`src/rtl/maroc_sc_pkg.sv`:
```
// Shared constants and encodings for the MAROC slow-control sequencer.
// States START2/WAIT_TX2 exist only when SC_READBACK_EN is defined.
package maroc_sc_pkg;

  localparam int unsigned FRAME_BITS = 829;
  localparam int unsigned WORD_BITS  = 16;

  typedef enum logic [2:0] {
    StIdle   = 3'd0,
    StStart  = 3'd1,
    StWaitTx = 3'd2,
    StDone   = 3'd3,
    StError  = 3'd4
`ifdef SC_READBACK_EN
    ,
    StStart2  = 3'd5,
    StWaitTx2 = 3'd6
`endif
  } sc_state_e;

  typedef enum logic [1:0] {
    TxIdle    = 2'd0,
    TxPrepare = 2'd1,
    TxSending = 2'd2,
    TxFinal   = 2'd3
  } tx_state_e;

  typedef enum logic [1:0] {
    ErrNone     = 2'd0,
    ErrTimeout  = 2'd1,
    ErrMismatch = 2'd2
  } err_code_e;

  function automatic int unsigned num_words(input int unsigned bits);
    return (bits + WORD_BITS - 1) / WORD_BITS;
  endfunction

endpackage

```
`src/rtl/maroc_sc_shadow_regs.sv`:
```
// Word-addressed shadow image of the slow-control frame. Writes to addresses
// past the last word match no word; bits above the frame length are dropped.
module maroc_sc_shadow_regs
  import maroc_sc_pkg::*;
#(
  parameter int unsigned FrameBits = FRAME_BITS
) (
  input  logic                 clk_i,
  input  logic                 rst_i,
  input  logic                 wr_en_i,
  input  logic [5:0]           wr_addr_i,
  input  logic [15:0]          wr_data_i,
  output logic [FrameBits-1:0] image_o
);

  localparam int unsigned NumWords = num_words(FrameBits);

  logic [FrameBits-1:0] image_d, image_q;

  for (genvar w = 0; w < NumWords; w++) begin : g_word
    logic sel;
    assign sel = wr_en_i && (wr_addr_i == 6'(w));
    for (genvar b = 0; b < WORD_BITS; b++) begin : g_bit
      if (w * WORD_BITS + b < FrameBits) begin : g_used
        assign image_d[w*WORD_BITS+b] = sel ? wr_data_i[b] : image_q[w*WORD_BITS+b];
      end
    end
  end

  always_ff @(posedge clk_i or posedge rst_i) begin
    if (rst_i) begin
      image_q <= '0;
    end else begin
      image_q <= image_d;
    end
  end

  assign image_o = image_q;

endmodule

```
`src/rtl/maroc_sc_sequencer.sv`:
```
// MAROC slow-control sequencer: shadow image, transmitter handshake and pass timeout.
// Defining SC_READBACK_EN adds a second pass that checks q_sc_in against the image.
module maroc_sc_sequencer
  import maroc_sc_pkg::*;
#(
  parameter int unsigned TIMEOUT_CYCLES = 2047,
  parameter int unsigned FRAME_BITS     = maroc_sc_pkg::FRAME_BITS
) (
  input  logic                  clk_in,
  input  logic                  reset_in,
  input  logic                  wr_en_in,
  input  logic [5:0]            wr_addr_in,
  input  logic [15:0]           wr_data_in,
  input  logic                  go_in,
  input  logic [1:0]            tx_state_in,
  input  logic                  q_sc_in,
  output logic [FRAME_BITS-1:0] frame_out,
  output logic                  start_out,
  output logic                  busy_out,
  output logic                  done_out,
  output logic                  error_out,
  output logic [1:0]            err_code_out,
  output logic [9:0]            mismatch_cnt_out
);

  localparam int unsigned       TimerW    = $clog2(TIMEOUT_CYCLES + 1);
  localparam logic [TimerW-1:0] TimerLast = TimerW'(TIMEOUT_CYCLES - 1);

  sc_state_e         state_d, state_q;
  logic [TimerW-1:0] timer_d, timer_q;
  logic              seen_send_d, seen_send_q;
  logic              error_d, error_q;
  err_code_e         err_code_d, err_code_q;
  logic              shadow_we;

`ifdef SC_READBACK_EN
  localparam int unsigned     IdxW   = $clog2(FRAME_BITS + 1);
  localparam logic [IdxW-1:0] IdxEnd = IdxW'(FRAME_BITS);

  logic [IdxW-1:0] idx_d, idx_q;
  logic [9:0]      mismatch_d, mismatch_q;
`endif

  // The image is only writable while idle, which also freezes frame_out when busy.
  assign shadow_we = wr_en_in && (state_q == StIdle);

  maroc_sc_shadow_regs #(
    .FrameBits (FRAME_BITS)
  ) u_shadow (
    .clk_i     (clk_in),
    .rst_i     (reset_in),
    .wr_en_i   (shadow_we),
    .wr_addr_i (wr_addr_in),
    .wr_data_i (wr_data_in),
    .image_o   (frame_out)
  );

  always_comb begin
    state_d     = state_q;
    timer_d     = timer_q;
    seen_send_d = seen_send_q;
    error_d     = error_q;
    err_code_d  = err_code_q;
`ifdef SC_READBACK_EN
    idx_d       = idx_q;
    mismatch_d  = mismatch_q;
`endif
    unique case (state_q)
      StIdle: begin
        if (go_in) begin
          state_d    = StStart;
          error_d    = 1'b0;
          err_code_d = ErrNone;
`ifdef SC_READBACK_EN
          mismatch_d = '0;
`endif
        end
      end
      StStart: begin
        timer_d     = '0;
        seen_send_d = 1'b0;
        state_d     = StWaitTx;
      end
      StWaitTx: begin
        timer_d = timer_q + 1'b1;
        if (tx_state_in == TxSending) begin
          seen_send_d = 1'b1;
        end
        // Completion wins over a timeout landing on the same cycle.
        if (seen_send_q && (tx_state_in == TxFinal)) begin
`ifdef SC_READBACK_EN
          state_d = StStart2;
`else
          state_d = StDone;
`endif
        end else if (timer_q == TimerLast) begin
          state_d    = StError;
          error_d    = 1'b1;
          err_code_d = ErrTimeout;
        end
      end
`ifdef SC_READBACK_EN
      StStart2: begin
        timer_d     = '0;
        seen_send_d = 1'b0;
        idx_d       = '0;
        state_d     = StWaitTx2;
      end
      StWaitTx2: begin
        timer_d = timer_q + 1'b1;
        if (tx_state_in == TxSending) begin
          seen_send_d = 1'b1;
          if (idx_q != IdxEnd) begin
            idx_d = idx_q + 1'b1;
            if ((q_sc_in != frame_out[idx_q]) && (mismatch_q != 10'h3ff)) begin
              mismatch_d = mismatch_q + 1'b1;
            end
          end
        end
        if (seen_send_q && (tx_state_in == TxFinal)) begin
          if (mismatch_q != '0) begin
            state_d    = StError;
            error_d    = 1'b1;
            err_code_d = ErrMismatch;
          end else begin
            state_d = StDone;
          end
        end else if (timer_q == TimerLast) begin
          state_d    = StError;
          error_d    = 1'b1;
          err_code_d = ErrTimeout;
        end
      end
`endif
      StDone:  state_d = StIdle;
      StError: state_d = StIdle;
      default: state_d = StIdle;
    endcase
  end

  always_ff @(posedge clk_in or posedge reset_in) begin
    if (reset_in) begin
      state_q     <= StIdle;
      timer_q     <= '0;
      seen_send_q <= 1'b0;
      error_q     <= 1'b0;
      err_code_q  <= ErrNone;
`ifdef SC_READBACK_EN
      idx_q       <= '0;
      mismatch_q  <= '0;
`endif
    end else begin
      state_q     <= state_d;
      timer_q     <= timer_d;
      seen_send_q <= seen_send_d;
      error_q     <= error_d;
      err_code_q  <= err_code_d;
`ifdef SC_READBACK_EN
      idx_q       <= idx_d;
      mismatch_q  <= mismatch_d;
`endif
    end
  end

  assign busy_out     = (state_q != StIdle);
  assign done_out     = (state_q == StDone);
  assign error_out    = error_q;
  assign err_code_out = err_code_q;

`ifdef SC_READBACK_EN
  assign start_out        = (state_q == StStart) || (state_q == StStart2);
  assign mismatch_cnt_out = mismatch_q;
`else
  logic unused_q_sc;
  assign unused_q_sc      = q_sc_in;
  assign start_out        = (state_q == StStart);
  assign mismatch_cnt_out = '0;
`endif

endmodule

```
`config.mk`:
```
export PLATFORM = sky130hd
export DESIGN_NAME = maroc_sc_sequencer
export DESIGN_NICKNAME = d
export VERILOG_FILES = /design/src/rtl/maroc_sc_pkg.sv /design/src/rtl/maroc_sc_shadow_regs.sv /design/src/rtl/maroc_sc_sequencer.sv
export SDC_FILE = /design/constraint.sdc
export NUM_CORES = 1
export LEC_CHECK = 0
export BUFFER_PORTS_ARGS = -buffer_cell sky130_fd_sc_hd__buf_2
export CAP_MARGIN = 0
export CORE_AREA = 8 8 337 339
export CTS_CLUSTER_DIAMETER = 40
export CTS_CLUSTER_SIZE = 20
export DETAILED_ROUTE_END_ITERATION = 7
export DIE_AREA = 0 0 345 347
export SYNTH_ARGS = -nofsm -noshare
export SYNTH_HDL_FRONTEND = slang
export SYNTH_HIERARCHICAL = 1
export SYNTH_SLANG_ARGS = --single-unit
```
`constraint.sdc`:
```
create_clock -name clk_in -period 41.3 [get_ports clk_in]
set_input_delay 4.13 -clock clk_in [delete_from_list [all_inputs] [get_ports clk_in]]
set_output_delay 4.13 -clock clk_in [all_outputs]
set_load 0.01 [all_outputs]
```
==> impl_metrics.py <==
metrics = {
    "critical_path": {
        "crit_family": "buffers and inverters",
        "crit_slowest_cell": "buf_4",
        "cpMostUsedCell": "buf_4",
        "cp_slowest_stage_delay_ns": 0.85,
        "cp-end-kind": "async pin",
        "path_buf_inv": 5,
        "critPathArrivalTime_ns": 7.38,
        "crit_chain": "buf_2 > inv_8 > buf_4 > buf_12 > buf_4",
        "start_kind": "primary input",
        "cp_data_required_time_ns": 41.96,
        "critical_path_class": "in -> async",
        "cp_max_fo": 168,
    },
    "synth": {
        "synth-async-reset-ratio": 1.00,
        "ys_seq_area_frac": 0.658,
        "synth_cell_types": 45,
        "synth_edf_count": 0,
        "syn_area_per_cell_um2": 16.3,
        "ys.warnings.count": 6,
        "netlist_area_um2": 32100,
        "synth_ff_type": "dfrtp_1",
        "synth_cells": 1967,
        "synth_seq_cells": 845,
    },
    "timing": {
        "rsz0062_at_grt": "no",
        "hold_violations": 0,
        "setup_tns_ns": 0,
        "finalClockSkew_ns": 0.0668,
        "setup_violations": 0,
        "fin_crit_ns": 6.72,
        "timing.fmax_mhz": 149,
        "timing.slew.headroom": 0.250,
        "period_share": 0.163,
        "worst_slew_pin_slew_ns": 1.12,
        "drv_slew": 0,
    },
    "clocking": {
        "cts_tree": "yes",
        "clk_latency_ns": 0.71,
        "postCtsHoldBufs": 0,
        "cts.sinks": 845,
        "clockBufferDepth": 3,
        "cts_root_buffer": "clkbuf_16",
        "cts_inserted_buffers": 118,
        "htreeDepth": 3,
        "cts_setup_buffers": 0,
        "cts_resized": 0,
        "clk_pin_slew_ns": 0.06,
    },
    "floorplan": {
        "start_util": 0.297,
        "ioPinCount": 874,
        "dieWidth_um": 345,
        "fp-row-count": 121,
        "coreArea_um2": 108000,
        "die_area_um2": 120000,
        "die-height_um": 347,
    },
    "global_routing": {
        "grt_max_degree": 169,
        "gr-total-overflow": 0,
        "grt_pass1_wl_mm": 161,
        "grt_pass1_vias": 21100,
        "grt_antenna_before_repair": 7,
        "gr-usage-all-layers": 0.182,
    },
    "hold_path": {
        "hold_path.class": "reg -> reg",
    },
    "drt": {
        "routed_wl_mm": 113,
        "detail-route-antenna-nets": 0,
        "drcViolationCount": 0,
        "viasPerCell": 4.66,
        "wire_per_inst_um": 26.0,
        "dr.pass1.iters": 4,
        "num_vias": 20300,
        "drtIter0Drc": 1017,
    },
    "power": {
        "powerDensity_nw_per_um2": 59.4,
        "peakVddDrop_mv": 0.0333,
        "p_leak_nw": 23.4,
        "p_total_mw": 2.50,
    },
    "status": {
        "status": "finished clean",
    },
    "cells_and_area": {
        "final.fill_count": 10500,
        "fin_nets": 2878,
        "areaGrowthSynthToFinish_pct": 31.3,
        "drive_gt1_frac": 0.646,
        "most-common-layout-cells": "buf_2, dfrtp_1, mux2_2",
        "final_common_cell": "buf_2",
    },
    "placed_design": {
        "place.gp.congestion": 0.743,
        "dp_hpwl_mm": 75.0,
        "portBuffers": 861,
    },
    "run": {
        "cap_violations": 0,
    },
}
## final cells by class
| class | instances | area [um2] | share of cell area |
|---|---|---|---|
| sequential | 845 | 21100 | 0.501 |
| inverter | 6 | 30.0 | 0.000712 |
| multi-input combinational | 970 | 10300 | 0.244 |
| tap | 1414 | 1770 | 0.0419 |
| antenna | 3 | 7.51 | 0.000178 |
| timing repair buffer | 906 | 4670 | 0.111 |
| clock inverter | 74 | 1090 | 0.0257 |
| clock buffer | 145 | 3190 | 0.0755 |
## synthesized netlist by cell type (4+ instances only)
cell type,count,share of area
and4bb_1,4,0.0016
buf_2,38,0.0059
buf_4,26,0.0061
clkbuf_1,89,0.010
dfrtp_1,845,0.66
inv_1,5,0.00058
mux2_1,66,0.023
mux2_2,763,0.27
mux2i_1,5,0.0016
nand2_1,46,0.0054
nand3_1,4,0.00062
nand4_1,4,0.00078
nand4b_1,4,0.0011
nor2_2,15,0.0029
o21ai_1,6,0.00093
## worst paths after layout
| path | from | depth (start not counted) | to | slack, ns |
|---|---|---|---|---|
| setup / recovery | reset_in | 5 | u_shadow/image_o[400] | 34.58 |
| hold / removal | timer_q[9] | 1 | timer_q[9] | 0.48 |
| setup reg to reg | state_q[2] | 5 | u_shadow/image_o[333] | 37.75 |
| hold reg to reg | timer_q[9] | 1 | timer_q[9] | 0.48 |
| max in group clk_in | wr_addr_in[1] | 4 | u_shadow/image_o[521] | 35.15 |
| min in group asynchronous | reset_in | 2 | timer_q[5] | 3.57 |
## power breakdown
group / internal, mW / switching, mW / leakage (nW) / total, mW
logic: 0.182 / 0.233 / 9.82 / 0.414
clock network: 0.670 / 0.401 / 2.06 / 1.07
registers: 0.957 / 0.0629 / 11.5 / 1.02
total: 1.81 / 0.697 / 23.4 / 2.50
## registers in the layout, summed over array words and instances (netlist names)
register	count
err_code_out	1
seen_send_q	1
timer_q	11
u_shadow/image_o	829
state_q	3
## metrics by stage
step	hold slack [ns]	area [um2]	setup slack [ns]	instances	utilization
floorplan	0.445	32200	13.88	1977	-
global placement	0.469	37900	33.71	4141	0.351
detailed placement	0.474	37900	33.75	4141	0.351
finish	0.479	42200	34.58	4363	0.390
CTS	0.484	42200	34.52	4360	0.390
global route	0.494	42200	33.99	4360	0.390
## cell families (layout without fill, tap and decap cells)
kind of cell / count (synthesis) / in the layout / share of synthesized area
AO/OA/AOI/OAI: 15 / 15 / 0.00323
adder cells (fa/ha/maj): 2 / 2 / 0.000779
buffers and inverters: 162 / 1131 / 0.0234
flip-flops: 845 / 845 / 0.658
multiplexers: 834 / 834 / 0.292
other: 1 / 14 / 0.000117
AND/OR/NAND/NOR: 108 / 108 / 0.0224
## per-layer routing
layer | GRT usage | wire [um] | share of wire
met3 | 0.0557 | 7660 | 0.068
met2 | 0.308 | 56100 | 0.49
met4 | 0.0743 | 4530 | 0.040
met5 | 0 | 23 | 0.00020
met1 | 0.215 | 45100 | 0.40
Note: power is estimated with default switching activity, not from simulation.
